===== config.mk =====
export PLATFORM = sky130hd
export DESIGN_NAME = mem_dump_tx_flat
export DESIGN_NICKNAME = d
export VERILOG_FILES = /design/src/rtl/mem_dump_tx_pkg.sv /design/src/rtl/mem_dump_tx_if.sv /design/src/rtl/mem_dump_tx_word_shift_out.sv /design/src/rtl/mem_dump_tx.sv /design/src/flat_wrapper.sv
export SDC_FILE = /design/constraint.sdc
export NUM_CORES = 1
export LEC_CHECK = 0
export CAP_MARGIN = 5
export CELL_PAD_IN_SITES_DETAIL_PLACEMENT = 2
export CELL_PAD_IN_SITES_GLOBAL_PLACEMENT = 2
export CORE_MARGIN = 1
export CORE_UTILIZATION = 29
export DETAILED_ROUTE_END_ITERATION = 16
export HOLD_SLACK_MARGIN = 0.05
export PLACE_DENSITY = 0.81
export SLEW_MARGIN = 20
export SYNTH_ARGS = -nofsm -noshare
export SYNTH_HDL_FRONTEND = slang
export SYNTH_SLANG_ARGS = --single-unit
export TNS_END_PERCENT = 100

===== constraint.sdc =====
create_clock -name clock -period 2.9 [get_ports clock]
set_clock_uncertainty 0.15 [all_clocks]
set_input_delay 0.87 -clock clock [delete_from_list [all_inputs] [get_ports clock]]
set_output_delay 0.87 -clock clock [all_outputs]
set_load 0.01 [all_outputs]

===== src/rtl/mem_dump_tx_pkg.sv =====
// mem_dump_tx_pkg: word/byte geometry and FSM states shared by the dump transmitter and the loader.
package mem_dump_tx_pkg;
  localparam int NB_DATA        = 32;
  localparam int N_BITS         = 8;
  localparam int NB_ADDR        = 7;
  localparam int BYTES_PER_WORD = NB_DATA / N_BITS;
  localparam int NB_IDX         = $clog2(BYTES_PER_WORD);
  typedef enum logic [2:0] {
    ST_IDLE,
    ST_READ,
    ST_LATCH,
    ST_SEND,
    ST_WAIT,
    ST_FINISH
  } state_t;
endpackage


===== src/rtl/mem_dump_tx_if.sv =====
// mem_dump_tx_if: debug-unit control, storage read port and tx_uart handshake of the dump transmitter.
interface mem_dump_tx_if;
  import mem_dump_tx_pkg::*;
  logic               start_i;
  logic [NB_ADDR-1:0] n_words_i;
  logic               rd_en_o;
  logic [NB_ADDR-1:0] rd_addr_o;
  logic [NB_DATA-1:0] rd_data_i;
  logic               tx_start_o;
  logic [N_BITS-1:0]  tx_data_o;
  logic               tx_done_tick_i;
  logic               busy_o;
  logic               done_o;
  modport master (
    input  start_i, n_words_i, rd_data_i, tx_done_tick_i,
    output rd_en_o, rd_addr_o, tx_start_o, tx_data_o, busy_o, done_o
  );
  modport slave (
    output start_i, n_words_i, rd_data_i, tx_done_tick_i,
    input  rd_en_o, rd_addr_o, tx_start_o, tx_data_o, busy_o, done_o
  );
endinterface


===== src/rtl/mem_dump_tx_word_shift_out.sv =====
// word_shift_out: loads a storage word and shifts it out LSB byte first, flagging the last byte.
module word_shift_out
  import mem_dump_tx_pkg::*;
(
  input  logic               clock,
  input  logic               reset,
  input  logic               load_i,
  input  logic               shift_i,
  input  logic [NB_DATA-1:0] data_i,
  output logic [N_BITS-1:0]  byte_o,
  output logic               last_o
);
  logic [NB_DATA-1:0] word_q, word_d;
  logic [NB_IDX-1:0]  idx_q, idx_d;
  always_comb begin
    word_d = load_i ? data_i : shift_i ? word_q >> N_BITS : word_q;
    idx_d  = load_i ? '0 : shift_i ? idx_q + 1'b1 : idx_q;
  end
  always_ff @(posedge clock) begin
    if (!reset) begin
      word_q <= '0;
      idx_q  <= '0;
    end else begin
      word_q <= word_d;
      idx_q  <= idx_d;
    end
  end
  assign byte_o = word_q[N_BITS-1:0];
  assign last_o = idx_q == NB_IDX'(BYTES_PER_WORD - 1);
endmodule


===== src/rtl/mem_dump_tx.sv =====
// mem_dump_tx: reads words 0..n_words-1 from storage and streams them byte-wise to tx_uart.
module mem_dump_tx
  import mem_dump_tx_pkg::*;
(
  input logic           clock,
  input logic           reset,
  mem_dump_tx_if.master bus
);
  state_t             state_q;
  logic [NB_ADDR-1:0] addr_q, n_q;
  logic               rd_en_q, tx_start_q, busy_q, done_q, last;
  logic [N_BITS-1:0]  tx_byte;
  word_shift_out u_shift (
    .clock  (clock),
    .reset  (reset),
    .load_i (state_q == ST_LATCH),
    .shift_i(state_q == ST_WAIT && bus.tx_done_tick_i && !last),
    .data_i (bus.rd_data_i),
    .byte_o (tx_byte),
    .last_o (last)
  );
  always_ff @(posedge clock) begin
    if (!reset) begin
      state_q    <= ST_IDLE;
      addr_q     <= '0;
      n_q        <= '0;
      rd_en_q    <= 1'b0;
      tx_start_q <= 1'b0;
      busy_q     <= 1'b0;
      done_q     <= 1'b0;
    end else begin
      case (state_q)
        ST_IDLE: if (bus.start_i) begin
          if (bus.n_words_i != '0) begin
            n_q     <= bus.n_words_i;
            addr_q  <= '0;
            rd_en_q <= 1'b1;
            busy_q  <= 1'b1;
            state_q <= ST_READ;
          end else begin
            done_q  <= 1'b1;
            state_q <= ST_FINISH;
          end
        end
        ST_READ: begin
          rd_en_q <= 1'b0;
          state_q <= ST_LATCH;
        end
        ST_LATCH: begin
          tx_start_q <= 1'b1;
          state_q    <= ST_SEND;
        end
        ST_SEND: begin
          tx_start_q <= 1'b0;
          state_q    <= ST_WAIT;
        end
        // a stalled tx_uart simply keeps us here; the address stops at n_words-1 so it never wraps
        ST_WAIT: if (bus.tx_done_tick_i) begin
          if (!last) begin
            tx_start_q <= 1'b1;
            state_q    <= ST_SEND;
          end else if (addr_q == n_q - 1'b1) begin
            done_q  <= 1'b1;
            busy_q  <= 1'b0;
            state_q <= ST_FINISH;
          end else begin
            addr_q  <= addr_q + 1'b1;
            rd_en_q <= 1'b1;
            state_q <= ST_READ;
          end
        end
        ST_FINISH: begin
          done_q  <= 1'b0;
          state_q <= ST_IDLE;
        end
        default: state_q <= ST_IDLE;
      endcase
    end
  end
  assign bus.rd_en_o    = rd_en_q;
  assign bus.rd_addr_o  = addr_q;
  assign bus.tx_start_o = tx_start_q;
  assign bus.tx_data_o  = tx_byte;
  assign bus.busy_o     = busy_q;
  assign bus.done_o     = done_q;
endmodule


===== src/flat_wrapper.sv =====
// flat-port wrapper written by rule: the top's interface ports become plain ports
module mem_dump_tx_flat import mem_dump_tx_pkg::*;
  (clock, reset, bus_start_i, bus_n_words_i, bus_rd_data_i, bus_tx_done_tick_i, bus_rd_en_o, bus_rd_addr_o, bus_tx_start_o, bus_tx_data_o, bus_busy_o, bus_done_o);
  mem_dump_tx_if bus_i ();
  input logic clock;
  input logic reset;
  input wire logic [$bits(bus_i.start_i)-1:0] bus_start_i;
  input wire logic [$bits(bus_i.n_words_i)-1:0] bus_n_words_i;
  input wire logic [$bits(bus_i.rd_data_i)-1:0] bus_rd_data_i;
  input wire logic [$bits(bus_i.tx_done_tick_i)-1:0] bus_tx_done_tick_i;
  output wire logic [$bits(bus_i.rd_en_o)-1:0] bus_rd_en_o;
  output wire logic [$bits(bus_i.rd_addr_o)-1:0] bus_rd_addr_o;
  output wire logic [$bits(bus_i.tx_start_o)-1:0] bus_tx_start_o;
  output wire logic [$bits(bus_i.tx_data_o)-1:0] bus_tx_data_o;
  output wire logic [$bits(bus_i.busy_o)-1:0] bus_busy_o;
  output wire logic [$bits(bus_i.done_o)-1:0] bus_done_o;
  assign bus_i.start_i = bus_start_i;
  assign bus_i.n_words_i = bus_n_words_i;
  assign bus_i.rd_data_i = bus_rd_data_i;
  assign bus_i.tx_done_tick_i = bus_tx_done_tick_i;
  assign bus_rd_en_o = bus_i.rd_en_o;
  assign bus_rd_addr_o = bus_i.rd_addr_o;
  assign bus_tx_start_o = bus_i.tx_start_o;
  assign bus_tx_data_o = bus_i.tx_data_o;
  assign bus_busy_o = bus_i.busy_o;
  assign bus_done_o = bus_i.done_o;
  mem_dump_tx u_core (.clock(clock), .reset(reset), .bus(bus_i));
endmodule

**Word level (Yosys, flattened, before mapping)**

Cells that the tools add are included.

- Register bits after elaboration: 55
- Input bits: 43
- Output and inout port bits: 19
- Logic and storage cells: 79

- $add $sub $neg: 3
- Eq/ne operators: 15
- Mux-type cells: 33
- Bitwise operators: 1
- Reduce and logical (&&, ||, !) cells: 18

Operators by type and width:

| kind | number |
|---|---|
| 32-bit 2-to-1 mux | 2 |
| 7-bit 2-to-1 mux | 5 |
| 6-bit AND reduction | 4 |
| 1-bit 2-to-1 mux | 15 |
| 3-bit 2-to-1 mux | 5 |
| 3-bit case mux with 5 select lines | 1 |
| 7-bit case mux with 2 select lines | 1 |
| 2-bit inequality test (second input constant) | 6 |
| 1-bit case mux with 3 select lines | 3 |
| 3-bit nonzero test | 3 |
| 7-bit by 1-bit adder with 7-bit output (second input constant) | 1 |
| 7-bit equality test | 1 |
| 7-bit nonzero test | 1 |
| 7-bit by 1-bit subtractor with 7-bit output (second input constant) | 1 |
| 3-bit by 2-bit equality test with 1-bit output (second input constant) | 2 |
| 3-bit equality test (second input constant) | 2 |
| 3-bit AND reduction | 2 |
| 2-bit by 1-bit inequality test with 1-bit output (second input constant) | 2 |
| 2-bit nonzero test | 2 |
| 3-bit by 1-bit equality test with 1-bit output (second input constant) | 1 |
| 3-bit zero test | 1 |
| 2-bit by 1-bit adder with 2-bit output (second input constant) | 1 |
| 2-bit equality test (second input constant) | 1 |
| 1-bit logical AND | 2 |
| 5 further kinds | 5 |

**Depth between registers and ports, before layout**

Gate-level depths: netlist of the first run.

- Word-level depth: 6
- Gate-level depth with buffers: 9
- Gate-level depth less buffers: 8

**By module**

From an unflattened synthesis of the first run, not the netlist that was laid out.

- Cell total of the unflattened synthesis: 316
- Area total of the unflattened synthesis: 3040.4 sq um

By module, submodules not included:

| module | instances | cells each | area an instance (sq um) | sequential area each (sq um) |
|---|---|---|---|---|
| word_shift_out | 1 | 158 | 1775.5 | 680.7 |
| mem_dump_tx | 1 | 158 | 1265.0 | 420.4 |

**Worst setup path after synthesis of the first run**

OpenSTA, ideal clock, no wires.

- Path kind: input port to flip-flop
- From: input bus_n_words_i[6]
- To: register u_core.addr_q[2], in the netlist u_core.bus.rd_addr_o[2]
- Arrival time: 2.293 ns
- Path slack: 0.397 ns
- Cell stages on the path: 7
- Path buffers: 1
- Cells stage by stage: nor4_4 a21oi_2 and3_1 buf_6 nand2b_4 or4b_1 nand2_1

- Cells in the longest elaborated chain, start to end: 3

Ends and longest elaborated chain:

| item | RTL line | RTL |
|---|---|---|
| from (decl) | flat_wrapper.sv:8 | `input wire logic [$bits(bus_i.n_words_i)-1:0] bus_n_words_i;` |
| 7-bit nonzero test | mem_dump_tx.sv:34 | `if (bus.n_words_i != '0) begin` |
| 2-bit by 1-bit inequality test with 1-bit output (no line) | - |  |
| 6-bit AND reduction (no line) | - |  |
| to (signal assigned) | mem_dump_tx.sv:67 | `addr_q <= addr_q + 1'b1;` |
| to (decl) | mem_dump_tx.sv:10 | `logic [NB_ADDR-1:0] addr_q, n_q;` |

Every way passes these cells.
A chain may end at the register's enable or synchronous reset.

**Worst setup path after layout of the first run**

- From: input bus_n_words_i[6]
- To: register u_core.addr_q[3], in the netlist u_core.bus.rd_addr_o[3]

The elaborated chain is that of the path after synthesis.

==> results.yml, run 1 <==
sta:
  rsz0062_at_grt: "false"
  fin_ws_ns: 0.262
  max_clock_freq_ghz: 0.379
  fin_crit_ns: 2.64
  hold_violations: 0
  finalSetupViolCount: 0
  layout_worst_path_cycle_share: 0.910
  slew_violations: 0
  relSlewSlack: 0.575
  worstMarginPinSlew_ns: 0.633
  holdWs_ns: 0.309
  finalSetupTns_ns: 0
setup_path:
  arrival_ns: 2.75
  r2r_end: "u_core.bus.rd_addr_o[4]"
  rrSetupSlack_ns: 0.44
  crit_type: "input port to flop"
  r2r_start: "u_core.n_q[0]"
  cpLargestDelayFamily: "simple AND/OR/NAND/NOR gates"
  cp_data_required_time_ns: 3.01
  setup.worst_path.start_class: "input port"
  critPathCaptureType: "flop"
  cp_cell_sequence: "clkdlybuf4s50_1 -> nor4_4 -> a21oi_2 -> and3_1 -> nand2b_4 -> or4b_1 -> nand2_1"
  critical_path_peak_fanout: 3
  critPathMaxStageDelay_ns: 0.50
  r2r_cells: 9
  critPathSlowestCell: "or4b_1"
  path_buf_inv: 1
clock_tree:
  worstSkewPairLatency_ns: 0.32
  cts_root_buf: "clkbuf_8"
  path_clk_slew_ns: 0.10
  cts_hold_buf: 0
  postCtsSetupBuffers: 0
  ctsResizeCount: 0
  htree_levels: 2
  clockBufferDepth: 2
  numCtsBuffers: 5
  clock_sinks: 55
  cts_tree: "done"
floorplanning:
  die_w_um: 98.2
  io_pins: 62
  die_y_um: 98.2
  rows: 34
  core_mm2: 0.00885
  initial_core_util: 0.303
  die_area_mm2: 0.00964
yosys:
  syn_nets: 359
  yosysSeqAreaShare: 0.410
  ys_warn_count: 0
  yosysTopAreaCell: "dfxtp_1"
  yosysTopAreaCellShare: 0.410
  ys_ff_latch: 55
  yosys-top-cells-area: "dfxtp_1 41%, nand2_1 6.6%, a22oi_1 6.4%"
  avgSynthCellArea_um2: 8.57
  syn_area_mm2: 0.00268
  synth_cell_types: 51
  synth_cells: 313
final_layout:
  area_delta_synth_final_pct: 30.6
  nets: 419
  antenna_cells: 0
  layout_common_cells: "61 x clkdlybuf4s50_1, 55 x dfxtp_1, 47 x nand2_1"
  drive_above_1_share: 0.102
  stdcell_count: 482
  final_common_cell: "clkdlybuf4s50_1"
worst_hold_path:
  hp-class: "flop to flop"
  hold_depth: 2
  whs_endpoint: "u_core.u_shift.word_q[6]"
  hp-start: "u_core.u_shift.word_q[6]"
route:
  vias_per_cell: 5.33
  routed_wl_um: 8230
  vias: 2567
  dr.pass1.iters: 10
  drc: 8
  wl_per_cell_um: 17.1
  drt_iter0_markers: 111
  drtAntennaViolNets: 0
placed_design:
  port_buffers: 61
  gp_congestion: 0.751
  dp_hpwl_um: 5990
  placedCellCount: 474
  place_ws_ns: -0.0966
global_route:
  grt_pass1_wl_um: 13600
  grt_overflow_total: 0
  grt_pass1_vias: 2744
  grt_max_degree: 25
  antenna_found_initial: 0
  grtUsageTotal: 0.178
power_and_ir_drop:
  powerDensity_mw_per_mm2: 447
  leakage_nw: 1.23
  peakVddDrop_mv: 0.207
outcome:
  outcome: "finished with violations"
  violations: "DRC"
run:
  drv_cap: 0
==> logic make-up after synthesis <==
kind of cell,after synthesis,share of synthesized area
xor+xnor,9,0.0294
buf+inv,35,0.0756
flops,55,0.410
simple gates,111,0.211
mux,9,0.0340
fa+ha+maj,3,0.0140
compound gates,91,0.225
==> flip-flops by register name, indices dropped and copies added (netlist names) <==
signal,count
u_core.u_shift.word_q,32
u_core.bus.rd_addr_o,7
u_core.n_q,7
u_core.state_q,3
u_core.u_shift.idx_q,2
u_core.bus.busy_o,1
u_core.bus.done_o,1
u_core.bus.rd_en_o,1
u_core.bus.tx_start_o,1
==> worst register-to-register path: cells and delay by family (launching register included) <==
kind | cells | cell delay [ns]
buffers and inverters | 2 | 0.26
XOR/XNOR | 1 | 0.16
AO/OA/AOI/OAI | 2 | 0.43
adder cells (fa/ha/maj) | 1 | 0.29
AND/OR/NAND/NOR | 3 | 0.67
flip-flops | 1 | 0.46
==> per-layer routing <==
metal	global-route usage	vias up	wire length [um]
met1	0.218	1255	3610
met5	0	-	0
met3	0.0265	13	315
li1	-	1239	-
met4	0.0563	0	145
met2	0.319	60	4160
==> layout make-up <==
cell class	count	area, um2
Sequential cell	55	1100
Clock inverter	2	16.3
Timing Repair Buffer	81	761
Inverter	7	26.3
Multi-Input combinational cell	223	1390
Fill cell	1009	5350
Clock buffer	6	72.6
Tap cell	108	135
==> cells in the mapped netlist, drive strengths merged <==
master   n
a211oi   2
a21boi   9
a21oi   34
a22oi   23
a311oi   1
a31oi    1
a41oi    1
and2     4
and3     2
and3b    1
and4     1
buf     14
clkbuf  14
clkinv   1
dfxtp   55
ha       3
inv      6
mux2     1
mux2i    8
nand2   47
nand2b   3
nand3   11
nand4    4
nor2    21
nor3     6
nor4     3
o211ai   1
o21a     2
o21ai    4
o21bai   1
o221a    1
o22ai    3
o311ai   2
o31a     2
o31ai    3
o41ai    1
or3      2
or4      4
or4b     2
xnor2    2
xor2     7
==> worst max path at each step <==
| stage | startpoint | end | slack [ns] | cells past startpoint |
|---|---|---|---|---|
| after floorplan | bus_n_words_i[6] | u_core.bus.rd_addr_o[2] | 0.40 | 7 |
| after global placement | bus_n_words_i[6] | u_core.bus.rd_addr_o[3] | 0.005 | 7 |
| after detailed placement | bus_n_words_i[6] | u_core.bus.rd_addr_o[3] | -0.1 | 7 |
| after CTS | bus_n_words_i[6] | u_core.bus.rd_addr_o[3] | 0.25 | 7 |
| after global routing | bus_n_words_i[6] | u_core.bus.rd_addr_o[3] | 0.18 | 7 |
| final | bus_n_words_i[6] | u_core.bus.rd_addr_o[3] | 0.26 | 7 |
==> where the power goes <==
| part | internal (mW) | total, mW | switching (mW) |
|---|---|---|---|
| clock | 0.174 | 0.447 | 0.272 |
| combinational | 0.149 | 0.295 | 0.146 |
| sequential | 0.793 | 0.825 | 0.0321 |
==> through the flow <==
stage | instance area (um2) | util | power (mW)
4_1_cts | 3500 | 0.396 | 1.59
5_1_grt | 3500 | 0.396 | 1.65
3_3_place_gp | 3410 | 0.386 | 1.13
3_5_place_dp | 3410 | 0.386 | 1.14
6_report | 3500 | 0.396 | 1.57
2_1_floorplan | 2680 | - | 1.01
Power figures use the tool's default switching activity.
==> inputs of run 2 (changes only) <==
--- a/config.mk
+++ b/config.mk
@@ -13,6 +13,7 @@
 export DETAILED_ROUTE_END_ITERATION = 16
 export HOLD_SLACK_MARGIN = 0.05
 export PLACE_DENSITY = 0.81
+export RECOVER_POWER = 100
 export SLEW_MARGIN = 20
 export SYNTH_ARGS = -nofsm -noshare
 export SYNTH_HDL_FRONTEND = slang
==> run 2 against run 1 <==
Net effect:
- the run still ends with DRC left
- flip-flop and latch count stayed put
- critical endpoint is now u_core.u_shift.word_q[22]
- global-route usage unchanged
- final cell count unchanged
- largest power group unchanged
==> results.yml, run 2 (synthesis results as in run 1) <==
setup_path:
  critPathMaxStageDelay_ns: 0.52
  crit_top_cell: "clkbuf_1"
  r2r_start: "u_core.n_q[0]"
  crit_path_end: "u_core.u_shift.word_q[22]"
  path_buf_inv: 4
  arrival_ns: 2.78
  cp_data_required_time_ns: 2.99
  critPathSlowestCell: "clkbuf_1"
  rrSetupSlack_ns: 0.26
  cp-startpoint: "bus_tx_done_tick_i"
  setup.worst_path.start_class: "input port"
  r2r_end: "u_core.bus.rd_addr_o[4]"
  critPathCaptureType: "flop"
  crit_type: "input port to flop"
  critical_path_peak_fanout: 12
  crit_cells: 7
  cpLargestDelayFamily: "buffers and inverters"
  cp_cell_sequence: "clkdlybuf4s50_1 -> clkbuf_1 -> inv_1 -> nor3_4 -> clkbuf_1 -> a22oi_1 -> a21boi_0"
  r2r_cells: 9
final_layout:
  fin_util: 0.392
  stdcell_count: 482
  nets: 419
  antenna_cells: 0
  largest-register: "u_core.u_shift.word_q"
  largest_register_ffs: 32
  final_common_cell: "dfxtp_1"
  layout_common_cells: "55 x dfxtp_1, 47 x nand2_1, 41 x clkdlybuf4s50_1"
  area_delta_synth_final_pct: 29.4
  drive_above_1_share: 0.0856
placed_design:
  port_buffers: 61
  gp_congestion: 0.751
  dp_hpwl_um: 5990
  place_ws_ns: -0.0966
  placedCellCount: 474
clock_tree:
  path_clk_slew_ns: 0.10
  cts_tree: "done"
  cts_root_buf: "clkbuf_8"
  clock_sinks: 55
  cts_hold_buf: 0
  postCtsSetupBuffers: 0
  clockBufferDepth: 2
  htree_levels: 2
  numCtsBuffers: 5
  worstSkewPairLatency_ns: 0.32
  ctsResizeCount: 0
run:
  drv_cap: 0
route:
  vias: 2540
  drtAntennaViolNets: 0
  drc: 8
  vias_per_cell: 5.27
  drt_iter0_markers: 99
  dr.pass1.iters: 10
  routed_wl_um: 8220
  wl_per_cell_um: 17.1
sta:
  relSlewSlack: 0.582
  finalSetupTns_ns: 0
  slew_violations: 0
  rsz0062_at_grt: "false"
  max_clock_freq_ghz: 0.372
  fin_crit_ns: 2.69
  layout_worst_path_cycle_share: 0.928
  worstMarginPinSlew_ns: 0.628
  hold_violations: 0
  finalSetupViolCount: 0
  fin_ws_ns: 0.210
power_and_ir_drop:
  swShare: 0.288
  report.power.total_mw: 1.56
  leakage_nw: 1.27
  clkPwrFrac: 0.286
  powerDensity_mw_per_mm2: 448
  peakVddDrop_mv: 0.207
  p_int_mw: 1.11
  p_comb_frac: 0.184
  switching_power_mw: 0.447
  seq_power_share: 0.530
floorplanning:
  die_area_mm2: 0.00964
  initial_core_util: 0.303
  io_pins: 62
  die_w_um: 98.2
  core_mm2: 0.00885
  die_y_um: 98.2
  rows: 34
global_route:
  grt_pass1_vias: 2744
  grt_pass1_wl_um: 13600
  grt_max_degree: 25
  grt_overflow_total: 0
  antenna_found_initial: 0
  grtUsageTotal: 0.178
worst_hold_path:
  hp-start: "u_core.u_shift.word_q[6]"
  hp-class: "flop to flop"
  hold_depth: 2
outcome:
  outcome: "finished with violations"
  violations: "DRC"
==> run 2: worst min-delay path, cell delays in order (launching register included) <==
cell and delay (ns):
dfxtp_1 0.32, nand2_1 0.05, a21oi_1 0.05
==> run 2: through the flow <==
step | instance area, um2 | hold WS (ns)
2_1_floorplan | 2680 | 0.287
3_3_place_gp | 3410 | 0.292
3_5_place_dp | 3410 | 0.299
4_1_cts | 3500 | 0.314
5_1_grt | 3470 | 0.333
6_report | 3470 | 0.306
==> run 2: worst min-delay path by stage <==
| stage | to | slack, ns |
|---|---|---|
| finish | u_core.u_shift.word_q[6] | 0.31 |
| global route | u_core.u_shift.word_q[1] | 0.33 |
| CTS | u_core.u_shift.word_q[6] | 0.31 |
| detailed placement | u_core.u_shift.word_q[6] | 0.30 |
| global placement | u_core.u_shift.word_q[2] | 0.29 |
| floorplan | u_core.u_shift.word_q[16] | 0.29 |
==> run 2: layout make-up <==
cell class              count  area, um2
multi-input cells         223       1380
inverters                   7       26.3
clock inverters             2       16.3
repair buffers             81        738
clock buffers               6       72.6
fillers                  1012       5380
flip-flops and latches     55       1100
well taps                 108        135
==> run 2: power by group through the flow <==
stage          sequential, mW  clock, mW  combinational [mW]
3_5_place_dp            0.844          0               0.296
4_1_cts                 0.826      0.463               0.300
6_report                0.825      0.445               0.286
2_1_floorplan           0.833          0               0.175
5_1_grt                 0.832      0.498               0.315
3_3_place_gp            0.841          0               0.287
==> run 2: metal layers <==
metal,global-route usage,vias up,wire length [um],share of wire
met5,0,-,0,0
met4,0.0563,0,145,0.018
met3,0.0265,13,287,0.035
met2,0.319,54,4150,0.50
met1,0.218,1241,3640,0.44
li1,-,1232,-,-
==> RTL edit, RTL diff (config.mk and constraints of run 1) <==
Encoding of `state_t`: now one-hot (6 bits for 6 states).
--- a/src/rtl/mem_dump_tx_pkg.sv
+++ b/src/rtl/mem_dump_tx_pkg.sv
@@ -5,13 +5,13 @@
   localparam int NB_ADDR        = 7;
   localparam int BYTES_PER_WORD = NB_DATA / N_BITS;
   localparam int NB_IDX         = $clog2(BYTES_PER_WORD);
-  typedef enum logic [2:0] {
-    ST_IDLE,
-    ST_READ,
-    ST_LATCH,
-    ST_SEND,
-    ST_WAIT,
-    ST_FINISH
+  typedef enum logic [5:0] {
+    ST_IDLE   = 6'b000001,
+    ST_READ   = 6'b000010,
+    ST_LATCH  = 6'b000100,
+    ST_SEND   = 6'b001000,
+    ST_WAIT   = 6'b010000,
+    ST_FINISH = 6'b100000
   } state_t;
 endpackage
 
Function: same outputs for any inputs over 10 cycles, from zero or initial values and one cycle with reset low; not proved beyond that.
==> RTL edit against run 1 <==
Worst setup slack got worse by 0.12 ns; maximum frequency decreased by 4.5%; critical path type is now flop to flop; count of clock-buffer cells in the layout increased by 6; final cell count increased by 10%; critical path depth increased by 1; routed wire length increased by 16%; synthesized area increased by 7.4%; final area increased by 13%; sequential share of layout area decreased by 2.0 points; sequential cell count increased by 3.
Power is not compared: it rests on default switching activity, and its combinational part moved more than twofold at a synthesized area within 25%.
==> RTL edit: results (changes against run 1) <==
[outcome]
status=finished, final reports clean

[grt]
global_route_track_usage_on_met1=0.245  ; +0.0261
grt_max_degree=60  ; +140%
grt_pass1_wl_mm=15.5  ; +14%
vias_in_the_first_global_route=2975  ; +8.4%
use_met2=0.342  ; +0.0229
use_met3=0.0290  ; +0.00250

[yosys]
number_of_distinct_standard_cells_referenced_by_the_synthesized_netlist=52  ; +2.0%
synth-compound-area-share=0.170  ; -0.0554
leading_cell_types_by_total_area_after_synthesis=sky130_fd_sc_hd__dfxtp_1 (40%), sky130_fd_sc_hd__mux2i_1 (12%), sky130_fd_sc_hd__a211oi_1 (6.5%), sky130_fd_sc_hd__nor2_1 (5.7%), sky130_fd_sc_hd__nand3_1 (3.0%)
synth.mux.area_fraction=0.118  ; +0.0841
arithmetic_cell_share_of_the_synthesized_area_counting_full_adders_half_adders_and_majority_gates=0.0130  ; -0.000960

[drt]
num_vias=2748  ; +7.1%
wl_met3_um=216  ; -31%
routedLengthMet1_mm=4.23  ; +17%
met2_length_mm=4.95  ; +19%
via_per_inst=5.17  ; -3.0%
drc=0  ; -8
finalWirelength_mm=9.53  ; +16%
drt-initial-drc-count=99  ; -11%

[timing]
worst-slew-pin-transition_ns=0.809  ; +0.176 ns
final.hold.worst_slack_ns=0.325  ; +0.0155 ns

[critical_path]
worst_setup_path_endpoint=u_core.bus.rd_addr_o[6]
critical_path.reg2reg.endpoint=u_core.bus.rd_addr_o[6]
startpoint=u_core.n_q[1]
worst_path_slowest_cell=sky130_fd_sc_hd__a311o_1

[min_path]
whs_endpoint=u_core.u_shift.word_q[31]
hold_path.startpoint=u_core.u_shift.word_q[31]

[placed_design]
dpl.cell_count=516  ; +8.9%
place_hpwl_mm=6.98  ; +16%
gpl.final_weighted_congestion=0.821  ; +9.3%

[clocking]
clock_latency_ns=0.34  ; +0.02 ns
cts_inserted_buffers=9  ; +4

[layout]
final_layout_size_suffix_gt1_frac=0.113  ; +0.0112

RTL edit: cell count changes in the layout (fill, tap and decap cells not counted), sizes merged, moves of 4 or more:
cell    delta
nand3      +6
nor2b      +6
mux2i     +26
a211oi    +23
a21boi     -9
xor2       -4
nand2     -26
a22oi     -23
a21oi     -20
nor2      +24
clkbuf     +6
RTL edit: stage by stage:
stage / TNS (ns) / instance area [µm²] / worst slack (ns)
after CTS: 0 / 3940 / 0.00925
after global routing: 0 / 3950 / 0.00133
after global placement: -0.00240 / 3710 / -0.00240
final: 0 / 3950 / 0.139
after detailed placement: -0.439 / 3710 / -0.133
after floorplan: 0 / 2880 / 0.275
RTL edit: area by class of cell:
class	instances	area, µm²
clock buffers	12	155
clock inverters	4	73.8
fillers	1087	5730
inverters	8	30.0
multi-input cells	235	1570
flip-flops and latches	58	1160
well taps	133	166
repair buffers	82	793
RTL edit: what timing repair did:
item | CTS | global route
endpoints found under the setup margin | 2 | 10
gates resized for setup | 1 | 2
pin swaps | 0 | 2
